[src/rtl/proc_trace_buf.sv]
// proc_trace_buf: retired-instruction trace FIFO with retire/drop counters and sticky overflow
module proc_trace_buf #(
    parameter int DEPTH = 8
) (
    input  logic                     clk,
    input  logic                     rst,
    input  logic                     trace_val,
    input  logic [31:0]              trace_addr,
    input  logic [31:0]              trace_inst,
    input  logic [31:0]              trace_data,
    output logic                     out_val,
    input  logic                     out_rdy,
    output logic [31:0]              out_addr,
    output logic [31:0]              out_inst,
    output logic [31:0]              out_data,
    output logic [$clog2(DEPTH):0]   occupancy,
    output logic [31:0]              retire_count,
    output logic [31:0]              drop_count,
    output logic                     overflow
);
    localparam int AW = $clog2(DEPTH);

    logic [AW:0] wr_ptr, rd_ptr;
    logic [31:0] mem_addr [DEPTH];
    logic [31:0] mem_inst [DEPTH];
    logic [31:0] mem_data [DEPTH];
    logic        full, pop, push, drop;

    assign occupancy = wr_ptr - rd_ptr;
    assign full      = occupancy == (AW+1)'(DEPTH);
    assign out_val   = occupancy != '0;
    assign pop       = out_val & out_rdy;
    // a full FIFO still accepts when the head leaves on the same edge
    assign push      = trace_val & (~full | pop);
    assign drop      = trace_val & full & ~pop;
    assign out_addr  = mem_addr[rd_ptr[AW-1:0]];
    assign out_inst  = mem_inst[rd_ptr[AW-1:0]];
    assign out_data  = mem_data[rd_ptr[AW-1:0]];

    always_ff @(posedge clk or negedge rst) begin
        if (!rst) begin
            wr_ptr       <= '0;
            rd_ptr       <= '0;
            retire_count <= '0;
            drop_count   <= '0;
            overflow     <= 1'b0;
        end else begin
            if (push) wr_ptr <= wr_ptr + 1'b1;
            if (pop) rd_ptr <= rd_ptr + 1'b1;
            if (trace_val) retire_count <= retire_count + 32'd1;
            if (drop) begin
                drop_count <= drop_count + 32'd1;
                overflow   <= 1'b1;
            end
        end
    end

    // storage is left uncleared; the pointers alone define validity
    always_ff @(posedge clk) begin
        if (push) begin
            mem_addr[wr_ptr[AW-1:0]] <= trace_addr;
            mem_inst[wr_ptr[AW-1:0]] <= trace_inst;
            mem_data[wr_ptr[AW-1:0]] <= trace_data;
        end
    end
endmodule

[config.mk]
export PLATFORM = sky130hd
export DESIGN_NAME = proc_trace_buf
export DESIGN_NICKNAME = d
export VERILOG_FILES = /design/src/rtl/proc_trace_buf.sv
export SDC_FILE = /design/constraint.sdc
export NUM_CORES = 1
export LEC_CHECK = 0
export BUFFER_PORTS_ARGS = -buffer_cell sky130_fd_sc_hd__buf_2
export CORE_MARGIN = 2
export CORE_UTILIZATION = 59
export DETAILED_ROUTE_END_ITERATION = 10
export PLACE_DENSITY_LB_ADDON = 0.08
export SYNTH_ARGS = -nofsm -noshare
export SYNTH_HDL_FRONTEND = slang
export SYNTH_SLANG_ARGS = --single-unit
export TNS_END_PERCENT = 5
[constraint.sdc]
create_clock -name clk -period 17.2 [get_ports clk]
set_input_delay 0 -clock clk [delete_from_list [all_inputs] [get_ports clk]]
set_output_delay 0 -clock clk [all_outputs]
set_load 0.01 [all_outputs]
==> impl_metrics.env <==
export IMPL_status="finished, final reports clean"
export IMPL_synthFlopType="edfxtp_1"
export IMPL_worst_setup_path_end_kind="flip-flop"
export IMPL_start_util_pct=59.9
export IMPL_async_flop_share_pct=8.68
export IMPL_cp_top_family="simple AND/OR/NAND/NOR gates"
export IMPL_clockBufferDepth=3
export IMPL_final_setup_tns_ns=0
export IMPL_cpPeakStageDelay_ns=0.98
export IMPL_yosysUniqueCellTypes=43
export IMPL_synth_top_area_cell="edfxtp_1"
export IMPL_holdWs_ns=0.155
export IMPL_drc_errors=0
export IMPL_design_area_um2=38200
export IMPL_drt_antenna_violating_nets=0
export IMPL_io_pins=266
export IMPL_gp_congestion=0.805
export IMPL_postCtsHoldBufs=99
export IMPL_crit_path_top_delay_cell="dfrtp_4"
export IMPL_crit_cells=8
export IMPL_syn_avg_cell_area_um2=19.7
export IMPL_die_w_um=238
export IMPL_drive_above_1_share_pct=30.3
export IMPL_first_pass_iters=5
export IMPL_grt_pass1_wl_um=99900
export IMPL_clk_latency_ns=0.62
export IMPL_final_hold_viol_count=0
export IMPL_cts_clk_slew_worst_paths_ns=0.06
export IMPL_min_path_type="in -> async"
export IMPL_finalPower_mw=6.36
export IMPL_max_freq_ghz=0.216
export IMPL_grt_max_degree=107
export IMPL_synth_most_common_cell="edfxtp_1"
export IMPL_power_density_nw_per_um2=166
export IMPL_rsz0062_at_grt="no"
export IMPL_cp_arrival_ns=4.90
export IMPL_yosysWarnings=0
export IMPL_chipHeight_um=238
export IMPL_worstMarginPinSlew_ns=1.10
export IMPL_slew_limit_headroom_pct=26.4
export IMPL_drv_cap=0
export IMPL_vias=16300
export IMPL_path_common_cell="buf_4"
export IMPL_viasPerCell=5.80
export IMPL_grt_overflow_total=0
export IMPL_crit_type="reg -> reg"
export IMPL_cts_setup_buffers=0
export IMPL_cts_resized=0
export IMPL_syn_area_um2=32300
export IMPL_critPathLaunch="rd_ptr[0]"
export IMPL_grt_usage_pct=23.6
export IMPL_grt_pass1_vias=16700
export IMPL_cts_tree="built"
export IMPL_wirelength_um=65500
export IMPL_synth_cells_most_frequent="edfxtp_1, nand2_1, mux4_2"
export IMPL_cts_buffers=84
export IMPL_cp_num_buf_inv=3
export IMPL_dr_first_iter_drc_count=1104
export IMPL_antenna_found_initial=7
export IMPL_synth_top_area_share_pct=71.4
export IMPL_drv_slew=0
export IMPL_cp_max_fo=51
export IMPL_dieArea_um2=56600
export IMPL_numPortBuffers=265
export IMPL_area_growth_pct=18.4
export IMPL_synth_edff_count=768
export IMPL_dpl_instance_area_um2=34400
export IMPL_floorplan_core_area_um2=53900
export IMPL_htree_levels=3
export IMPL_setup_viol=0
export IMPL_ir_drop_v=0.000123
export IMPL_cp_start_kind="flip-flop"
export IMPL_synth_fp_nets=1748
export IMPL_period_needed_ns=4.63
export IMPL_hpwl_um=36400
export IMPL_final_util_pct=70.9
export IMPL_skew_ns=0.0153
export IMPL_root_buffer="clkbuf_16"
export IMPL_path_cells="ha_1 -> inv_1 -> fa_1 -> nor4_4 -> nor3b_2 -> nor3_4 -> buf_4 -> buf_4"
export IMPL_p_leak_nw=13.8
export IMPL_reg2reg_depth=8
export IMPL_clock_sinks=841
export IMPL_ys_seq_elements=841
export IMPL_reg2reg_from="rd_ptr[0]"
export IMPL_syn_inst=1640
export IMPL_synth_top_cells_by_area="edfxtp_1, mux4_2, dfrtp_1"
export IMPL_final_nets=2154
export IMPL_period_share_pct=26.9
export IMPL_seq_area_frac_synth_pct=77.1
export IMPL_fp_row_count=85
export IMPL_wire_per_inst_um=23.3
export IMPL_worstPathRequired_ns=17.47
## sequential cells by signal, indices dropped and copies added (netlist names)
name / cells
drop_count: 32
mem_addr: 256
mem_data: 256
mem_inst: 256
overflow: 1
rd_ptr: 4
retire_count: 32
wr_ptr: 4
## through the flow
stage,std cells,setup slack [ns]
finish,2817,12.57
floorplan,1640,5.11
global placement,2557,12.57
CTS,2811,12.46
detailed placement,2557,12.47
global route,2815,12.20
## path summary, 6_finish.rpt
| path | to | slack [ns] |
|---|---|---|
| min in group clk | mem_addr[0][30] | 0.18 |
| max reg2reg | mem_inst[7][31] | 12.57 |
| max | mem_inst[7][31] | 12.57 |
| max in group asynchronous | rd_ptr[0] | 16.32 |
| min | retire_count[7] | 0.15 |
| min reg2reg | overflow | 0.46 |
## worst register-to-register path, stage by stage (launching register included)
cell	delay, ns
dfrtp_4	0.98
ha_1	0.33
inv_1	0.06
fa_1	0.52
nor4_4	0.44
nor3b_2	0.88
nor3_4	0.08
buf_4	0.44
buf_4	0.53
## logic make-up (layout without fill, tap and decap cells)
group | after synthesis | in the layout | synth area share [%]
buffers and inverters | 81 | 556 | 1.05
other | 0 | 6 | 0
multiplexers | 196 | 196 | 13.5
AND/OR/NAND/NOR | 433 | 433 | 5.81
XOR/XNOR | 71 | 71 | 1.95
flip-flops | 841 | 841 | 77.1
adder cells (fa/ha/maj) | 8 | 8 | 0.333
AO/OA/AOI/OAI | 10 | 10 | 0.248
## where the power goes
group | internal, mW | switching [mW] | total, mW
combinational | 0.784 | 1.06 | 1.85
clock | 1.07 | 0.740 | 1.81
sequential | 2.56 | 0.140 | 2.70
total | 4.42 | 1.94 | 6.36
## layout make-up
cell class | instances | area, um2
Sequential cell | 841 | 24900
Fill cell | 3383 | 15700
Multi-Input combinational cell | 718 | 7100
Timing Repair Buffer | 388 | 2510
Clock buffer | 105 | 2300
Tap cell | 696 | 871
Clock inverter | 50 | 479
Inverter | 13 | 51.3
Antenna cell | 6 | 15.0
## cells in the final DEF (no fill, tap or decap), drive strengths merged, types with 21 or more instances in the layout
cell type	n
clkbuf	105
xnor2	35
nand2	319
buf	289
xor2	36
edfxtp	768
mux4	192
dfrtp	73
nor2	32
nand3	21
clkinv	38
dlygate4sd3	99
## per-layer routing
| metal | vias to the layer above | share of wire (%) | global-route usage [%] |
|---|---|---|---|
| met2 | 458 | 50 | 38.4 |
| li1 | 7248 | - | - |
| met4 | 2 | 2.1 | 6.35 |
| met1 | 8522 | 43 | 33.5 |
| met3 | 101 | 5.0 | 4.48 |
| met5 | - | 0.017 | 0 |
Note: power is estimated with default switching activity, not from simulation.
